## src/rtl/rgb565_gray_packer_ci_pkg.sv

```systemverilog
// Shared definitions for the RGB565-to-gray packing custom instruction:
// opcodes, controller states, luma weights and the status-word layout.
package rgb565_gray_packer_ci_pkg;

  typedef enum logic [1:0] {
    OP_PUSH2 = 2'd0,
    OP_READ  = 2'd1,
    OP_CLEAR = 2'd2,
    OP_PUSH1 = 2'd3
  } op_e;

  typedef enum logic [1:0] {
    ST_IDLE  = 2'd0,
    ST_CONV0 = 2'd1,
    ST_CONV1 = 2'd2,
    ST_DONE  = 2'd3
  } state_e;

  // Weights sum to 256, so a 6-bit-per-channel pixel scales to a 14-bit sum.
  localparam logic [14:0] W_R        = 15'd54;
  localparam logic [14:0] W_G        = 15'd183;
  localparam logic [14:0] W_B        = 15'd19;
  localparam int          GRAY_SHIFT = 6;
  localparam logic [2:0]  COUNT_FULL = 3'd4;

  function automatic logic [31:0] status_word(input logic ovf, input logic [2:0] count);
    return {27'd0, ovf, 1'b0, count};
  endfunction

endpackage

```

## src/rtl/rgb565_gray_core.sv

```systemverilog
// Combinational RGB565 to 8-bit gray converter; channels widened to 6 bits
// before the weighted sum so all three share one scale.
module rgb565_gray_core
  import rgb565_gray_packer_ci_pkg::*;
(
  input  logic [15:0] pixel,
  output logic [7:0]  gray
);

  logic [14:0] r6;
  logic [14:0] g6;
  logic [14:0] b6;
  logic [14:0] sum;

  assign r6  = {9'd0, pixel[15:11], 1'b0};
  assign g6  = {9'd0, pixel[10:5]};
  assign b6  = {9'd0, pixel[4:0], 1'b0};
  assign sum = r6 * W_R + g6 * W_G + b6 * W_B;

  // Maximum sum is 16055, so bits [13:6] never lose a carry.
  assign gray = 8'(sum >> GRAY_SHIFT);

endmodule

```

## src/rtl/rgb565_gray_packer_ci.sv

```systemverilog
// Custom-instruction controller: converts one or two pushed pixels through a
// shared gray core and packs the bytes little-endian into a 32-bit word.
module rgb565_gray_packer_ci
  import rgb565_gray_packer_ci_pkg::*;
#(
  parameter logic [7:0] customInstructionId = 8'd0
) (
  input  logic        clock,
  input  logic        nReset,
  input  logic        ciStart,
  input  logic        ciCke,
  input  logic [7:0]  ciN,
  input  logic [31:0] ciValueA,
  input  logic [31:0] ciValueB,
  output logic        ciDone,
  output logic [31:0] ciResult
);

  state_e      state_q,  state_d;
  op_e         op_q,     op_d;
  logic [31:0] pix_q,    pix_d;
  logic [31:0] buf_q,    buf_d;
  logic [2:0]  count_q,  count_d;
  logic        ovf_q,    ovf_d;
  logic        done_q,   done_d;
  logic [31:0] result_q, result_d;

  op_e         op_in;
  logic        accept;
  logic        conv_active;
  logic [15:0] core_pixel;
  logic [7:0]  core_gray;
  logic        unused_op_bits;

  assign op_in          = op_e'(ciValueB[1:0]);
  assign unused_op_bits = ^ciValueB[31:2];
  assign accept         = ciStart && (ciN == customInstructionId);
  assign conv_active    = (state_q == ST_CONV0) || (state_q == ST_CONV1);
  assign core_pixel     = (state_q == ST_CONV1) ? pix_q[31:16] : pix_q[15:0];

  rgb565_gray_core u_core (
    .pixel (core_pixel),
    .gray  (core_gray)
  );

  // NOTE: every signal written here gets a default first, so no path can
  // leave one unassigned and infer a latch.
  always_comb begin
    state_d  = state_q;
    op_d     = op_q;
    pix_d    = pix_q;
    buf_d    = buf_q;
    count_d  = count_q;
    ovf_d    = ovf_q;
    done_d   = done_q;
    result_d = result_q;

    if (ciCke) begin
      done_d   = 1'b0;
      result_d = 32'd0;

      if (conv_active) begin
        if (count_q == COUNT_FULL) begin
          ovf_d = 1'b1;
        end else begin
          buf_d[{count_q[1:0], 3'b000} +: 8] = core_gray;
          count_d                            = count_q + 3'd1;
        end
      end

      case (state_q)
        ST_IDLE: begin
          if (accept) begin
            op_d  = op_in;
            pix_d = ciValueA;
            case (op_in)
              OP_PUSH2, OP_PUSH1: state_d = ST_CONV0;
              default: begin
                // READ returns the word before the clear lands on the same edge.
                state_d  = ST_DONE;
                done_d   = 1'b1;
                result_d = (op_in == OP_READ) ? buf_q : 32'd0;
                buf_d    = 32'd0;
                count_d  = 3'd0;
                ovf_d    = 1'b0;
              end
            endcase
          end
        end
        ST_CONV0: begin
          if (op_q == OP_PUSH2) begin
            state_d = ST_CONV1;
          end else begin
            state_d  = ST_DONE;
            done_d   = 1'b1;
            result_d = status_word(ovf_d, count_d);
          end
        end
        ST_CONV1: begin
          state_d  = ST_DONE;
          done_d   = 1'b1;
          result_d = status_word(ovf_d, count_d);
        end
        default: state_d = ST_IDLE;
      endcase
    end
  end

  // NOTE: sequential state uses non-blocking assignments only, so every flop
  // samples the pre-edge values regardless of statement order.
  always_ff @(posedge clock or negedge nReset) begin
    if (!nReset) begin
      state_q  <= ST_IDLE;
      op_q     <= OP_PUSH2;
      pix_q    <= 32'd0;
      buf_q    <= 32'd0;
      count_q  <= 3'd0;
      ovf_q    <= 1'b0;
      done_q   <= 1'b0;
      result_q <= 32'd0;
    end else begin
      state_q  <= state_d;
      op_q     <= op_d;
      pix_q    <= pix_d;
      buf_q    <= buf_d;
      count_q  <= count_d;
      ovf_q    <= ovf_d;
      done_q   <= done_d;
      result_q <= result_d;
    end
  end

  assign ciDone   = done_q;
  assign ciResult = result_q;

endmodule

```

## config.mk

```make
export PLATFORM = sky130hd
export DESIGN_NAME = rgb565_gray_packer_ci
export DESIGN_NICKNAME = d
export VERILOG_FILES = /design/src/rtl/rgb565_gray_packer_ci_pkg.sv /design/src/rtl/rgb565_gray_core.sv /design/src/rtl/rgb565_gray_packer_ci.sv
export SDC_FILE = /design/constraint.sdc
export NUM_CORES = 1
export LEC_CHECK = 0
export CAP_MARGIN = 20
export CORE_MARGIN = 4
export CORE_UTILIZATION = 59
export CTS_CLUSTER_DIAMETER = 40
export DETAILED_ROUTE_END_ITERATION = 12
export PLACE_DENSITY = 0.86
export SLEW_MARGIN = 10
export SYNTH_ARGS = -nofsm -noshare
export SYNTH_HDL_FRONTEND = slang
export SYNTH_SLANG_ARGS = --single-unit
```

## constraint.sdc

```tcl
create_clock -name clock -period 16.7 [get_ports clock]
set_clock_uncertainty 0.1 [all_clocks]
set_input_delay 5.01 -clock clock [delete_from_list [all_inputs] [get_ports clock]]
set_output_delay 5.01 -clock clock [all_outputs]
set_load 0.02 [all_outputs]
```

# Yosys cells after proc, flatten, opt, wreduce, memory -nomap -nowiden
# Index checks and enable logic that the tools add are counted.
[word_totals] register_bits=105 elab_cells=62 output_inout_bits=33 inputBits=76
[classes] shift=2 addsub=4 n_eq_ne=6 multipliers=3 n_mux=30 reduce_logical=9
[op_table] cell="$mux W32" count=8
[op_table] cell="$pmux W32 S3" count=1
[op_table] cell="$bwmux W32" count=1
[op_table] cell="$shift A8 B7 Y32 const A" count=1
[op_table] cell="$shiftx A8 B7 Y32" count=1
[op_table] cell="$add A14 B14 Y14" count=2
[op_table] cell="$mul A5 B5 Y10 const B" count=2
[op_table] cell="$mux W16" count=1
[op_table] cell="$mux W3" count=5
[op_table] cell="$mul A6 B8 Y14 const B" count=1
[op_table] cell="$mux W1" count=9
[op_table] cell="$logic_not A8 Y1" count=1
[op_table] cell="$neg A5 Y7" count=1
[op_table] cell="$logic_not A2 Y1" count=3
[op_table] cell="$pmux W2 S3" count=1
[op_table] cell="$mux W5" count=1
[op_table] cell="$eq A2 B1 Y1 const B" count=2
[op_table] cell="$eq A2 B2 Y1 const B" count=2
[op_table] cell="$mux W2" count=2
[op_table] cell="$add A3 B1 Y3 const B" count=1
[op_table] cell="$eq A3 B3 Y1 const B" count=1
[op_table] cell="$pmux W1 S3" count=1
[op_table] cell="$reduce_and A3 Y1" count=1
[op_table] cell="$ne A2 B2 Y1 const B" count=1
[op_table] cell="other kinds (4)" count=4

# Depth between registers and ports, before layout
[depth] depth_word=12 depth_mapped=29

# Hierarchy
# A second synthesis with hierarchy kept.
[unflattened] hier_cells=655 area_unflattened_um2=7078.0
[modules_own_cells] mod="rgb565_gray_packer_ci" area_each_um2=4752.1 instances=1 seq_area_each_um2=2627.5 cells_each=389
[modules_own_cells] mod="rgb565_gray_core" area_each_um2=2326.0 instances=1 seq_area_each_um2=0.0 cells_each=266

# Worst setup path after synthesis
# OpenSTA, ideal clock, no wires.
[synth_timing] path_kind="register to register" start="register state_q[0]" end="register buf_q[15]" slack_ns=9.950 path_buffers=2 path_stages_with_launch=26 required_time_ns=16.479 setup_time_ns=0.121 t_arrival_ns=6.529 cell_sequence="dfrtp_1 inv_1 ha_1 buf_6 clkbuf_1 mux2_2 ha_1 ha_1 fa_1 ha_1 nor2b_1 o21ai_0 nand2b_1 xor2_1 fa_1 inv_1 fa_1 fa_1 inv_1 ha_1 a21oi_1 and3_1 a211oi_1 or3_1 and2_1 a22o_1"
[synth_between] elab_chain_len=12 elab_cells_between_ends=17 classes_between="add/sub: 2; mul: 3; eq/ne: 2; shift: 1; mux: 7; reduce/logical: 2"
[synth_lines] element="start, declared" line_no="rgb565_gray_packer_ci.sv:19" text="state_e state_q, state_d;"
[synth_lines] element="start signal, assigned" line_no="rgb565_gray_packer_ci.sv:122" text="state_q <= state_d;"
[synth_lines] element="$eq A2 B2 Y1" line_no="rgb565_gray_packer_ci.sv:38, rgb565_gray_packer_ci.sv:39"
[synth_lines] element="$mux W16" line_no="rgb565_gray_packer_ci.sv:39" text="assign core_pixel = (state_q == ST_CONV1) ? pix_q[31:16] : pix_q[15:0];"
[synth_lines] element="$mul A6 B8 Y14 or $mul A5 B5 Y10 (tied branches)" line_no="rgb565_gray_core.sv:18" text="assign sum = r6 * W_R + g6 * W_G + b6 * W_B;"
[synth_lines] element="$add A14 B14 Y14 (2 in series)" line_no="rgb565_gray_core.sv:18"
[synth_lines] element="$shiftx A8 B7 Y32" line_no="rgb565_gray_packer_ci.sv:66" text="buf_d[{count_q[1:0], 3'b000} +: 8] = core_gray;"
[synth_lines] element="$bwmux W32" line_no="rgb565_gray_packer_ci.sv:66"
[synth_lines] element="$mux W32" line_no="rgb565_gray_packer_ci.sv:63" text="if (count_q == COUNT_FULL) begin"
[synth_lines] element="$mux W32" line_no="rgb565_gray_packer_ci.sv:62" text="if (conv_active) begin"
[synth_lines] element="$mux W32" line_no="rgb565_gray_packer_ci.sv:76" text="case (op_in)"
[synth_lines] element="$mux W32" line_no="rgb565_gray_packer_ci.sv:73" text="if (accept) begin"
[synth_lines] element="$mux W32 *" line_no="rgb565_gray_packer_ci.sv:71" text="case (state_q)"
[synth_lines] element="end signal, assigned" line_no="rgb565_gray_packer_ci.sv:125" text="buf_q <= buf_d;"
[synth_lines] element="end, declared" line_no="rgb565_gray_packer_ci.sv:22" text="logic [31:0] buf_q, buf_d;"
# Mark *: on every way between the ends. The rest lies on a longest branch, timed or not.
# A chain may end at the register's enable or synchronous reset.

# Worst setup path in the final report
[layout_timing] start="register state_q[0]" end="register buf_q[12]"
# Same word-level chain as after synthesis.

==> results.toml <==
[die]
die_area_um2 = 13700
fp-row-count = 39
die_w_um = 117
die_h_um = 117
start_util = 0.607
ios = 109
core_area_um2 = 11500

[setup_path]
end_kind = "register"
crit_start = "state_q[0]"
reg2reg_depth = 25
reg2reg_from = "state_q[0]"
critPathLaunchType = "register"
crit_required_ps = 16840
worstSetupPathType = "reg -> reg"
cpMaxStageDelayCell = "ha_1"
cp_common_cell = "ha_1"
cpPeakStageDelay_ps = 790
crit_family = "adder cells"
arrival_ps = 7620
worstPathMaxFanout = 19
cp_num_cells = 25
critPathBufInv = 3

[grt]
met3_usage = 0.0401
use_met1 = 0.290
grt_usage = 0.238
grt_pass1_wl_mm = 25.7
grt_pass1_vias = 5374
grt_overflow = 0
grt_util_met2 = 0.432
grt.busiest_layer = "met2"
antenna_found_initial = 0
grt_max_degree = 91

[sta]
max_freq_ghz = 0.134
slew_headroom = 0.372
hold_ws_ps = 394
rsz0062_at_grt = "false"
setup_viol = 0
period_needed_ps = 7480
setup_tns_ps = 0
slew_violations = 0
fin_crit_sh = 0.448
hold_viol = 0
tightestPinTransition_ps = 942

[synth]
synthFlopType = "dfrtp_1"
synth_edf_count = 0
yosysTopAreaCell = "dfrtp_1"
ys_ff_latch = 105
netlist_area_um2 = 6990
synth_cells = 672
synth_top_area_share = 0.376
synth_seq_area_share = 0.376
yosysWarnings = 0
synth.avg_cell_area_um2 = 10.4
synth_nets = 852
synth.distinct_cells = 61
synth.area.top_cells = "dfrtp_1, ha_1, fa_1, mux2_2, inv_1"
synth-async-reset-ratio = 1.00

[clock_tree]
cts_root_buf = "clkbuf_16"
cts_buffers = 9
cts_resized = 0
holdBufCountCts = 0
cts.sinks = 105
clock_latency_ps = 340
cts_setup_buffers = 0
htree_levels = 3
clockBufferDepth = 2
clk_pin_slew_ps = 80
tritoncts = "yes"

[detailed_routing]
vias_per_cell = 5.75
drtIter0Drc = 333
drc = 0
drt-pass1-iter-count = 5
wl_per_cell_um = 17.0
ant_nets = 0
route.vias.total = 5143
detail_route.wirelength_mm = 15.2

[layout]
drive_above_1_share = 0.105
diodes = 0
nets = 927
stdcell_area_um2 = 8270
layout_common_cells = "inv_1, dfrtp_1, clkdlybuf4s50_1"
syn2layout_area_growth_pct = 18.3
final_common_cell = "inv_1"

[placement]
routabilityCongestion = 0.917
post_dp_cell_area_um2 = 7870
numPortBuffers = 78
hpwlAfterDp_mm = 11.6

[worst_hold_path]
hold_path_class = "reg -> reg"
whs_path_depth = 2
hp-start = "buf_q[29]"

[run]
cap_violations = 0

[pwr]
leakage_nw = 4.09
power_density_nw_per_um2 = 89.5
peakVddDrop_mv = 0.0824

[outcome]
status = "finished, final reports clean"
## final cells by class
cell class / count / area [um2]
fill: 796 / 3250
inverter: 111 / 417
clock inverter: 7 / 124
sequential: 105 / 2630
multi-input combinational: 438 / 3860
timing repair buffer: 82 / 836
clock buffer: 9 / 225
tap: 143 / 179
## path summary, 6_finish.rpt
path                                end  slack (ps)
hold / removal                buf_q[29]         390
min in group asynchronous  ciResult[25]        4400
max in group asynchronous     pix_q[10]       11150
setup reg to reg              buf_q[12]        9220
hold reg to reg               buf_q[29]         390
setup / recovery              buf_q[12]        9220
## metal layers
metal	vias up	part of all wire
met5	-	0
met3	36	0.049
li1	2424	-
met2	178	0.52
met4	0	0.025
met1	2505	0.40
## cells by family after synthesis
| family | count (synthesis) | synth area share |
|---|---|---|
| and+or+nand+nor | 135 | 0.0960 |
| AOI/OAI and AO/OA | 131 | 0.127 |
| buffers and inverters | 129 | 0.0721 |
| DFF | 105 | 0.376 |
| adders and majority gates | 104 | 0.225 |
| muxes | 53 | 0.0849 |
| xor gates and xnor gates | 15 | 0.0188 |
## worst register-to-register path, cell delays in order, from the launching register on
cell	delay [ps]
dfrtp_1	430
inv_1	120
ha_1	790
mux2_2	480
ha_1	330
ha_1	310
fa_1	460
ha_1	340
nor2b_1	150
o21ai_0	160
nand2b_1	110
a21o_1	190
a21oi_1	180
xnor2_1	140
ha_1	240
inv_1	70
fa_1	440
fa_1	540
inv_1	40
ha_1	430
nor3b_1	200
a21oi_1	110
o311ai_0	180
a211oi_2	490
nor2_1	120
o22a_1	220
## Yosys cell counts, types with 9 or more instances
library cell and number:
dfrtp_1 105, a21oi_1 21, xnor2_1 11, nand2_1 58
fa_1 36, nor2b_1 9, a22o_1 17, clkbuf_1 10
o21ai_0 43, inv_1 110, ha_1 68, mux2_2 46
nor2_1 25
## flip-flops by register name, indices dropped and copies added, names as in the netlist
register,cells
state_q,2
ovf_q,1
op_q,2
pix_q,32
buf_q,32
ciDone,1
count_q,3
ciResult,32
## stage by stage
stage	instances	setup slack, ps	total power (W)	utilization
floorplan	672	9950	0.000436	-
global placement	877	8950	0.000491	0.684
detailed placement	877	8870	0.000499	0.684
CTS	893	9200	0.000739	0.714
global route	895	8840	0.000784	0.718
finish	895	9220	0.000740	0.718
## power breakdown
| group | internal [W] | switching, W |
|---|---|---|
| clock network | 0.000136 | 0.000105 |
| logic | 0.0000864 | 0.000126 |
| registers | 0.000271 | 0.0000148 |
| total | 0.000494 | 0.000245 |
No activity file was read; power rests on OpenSTA's default activity.
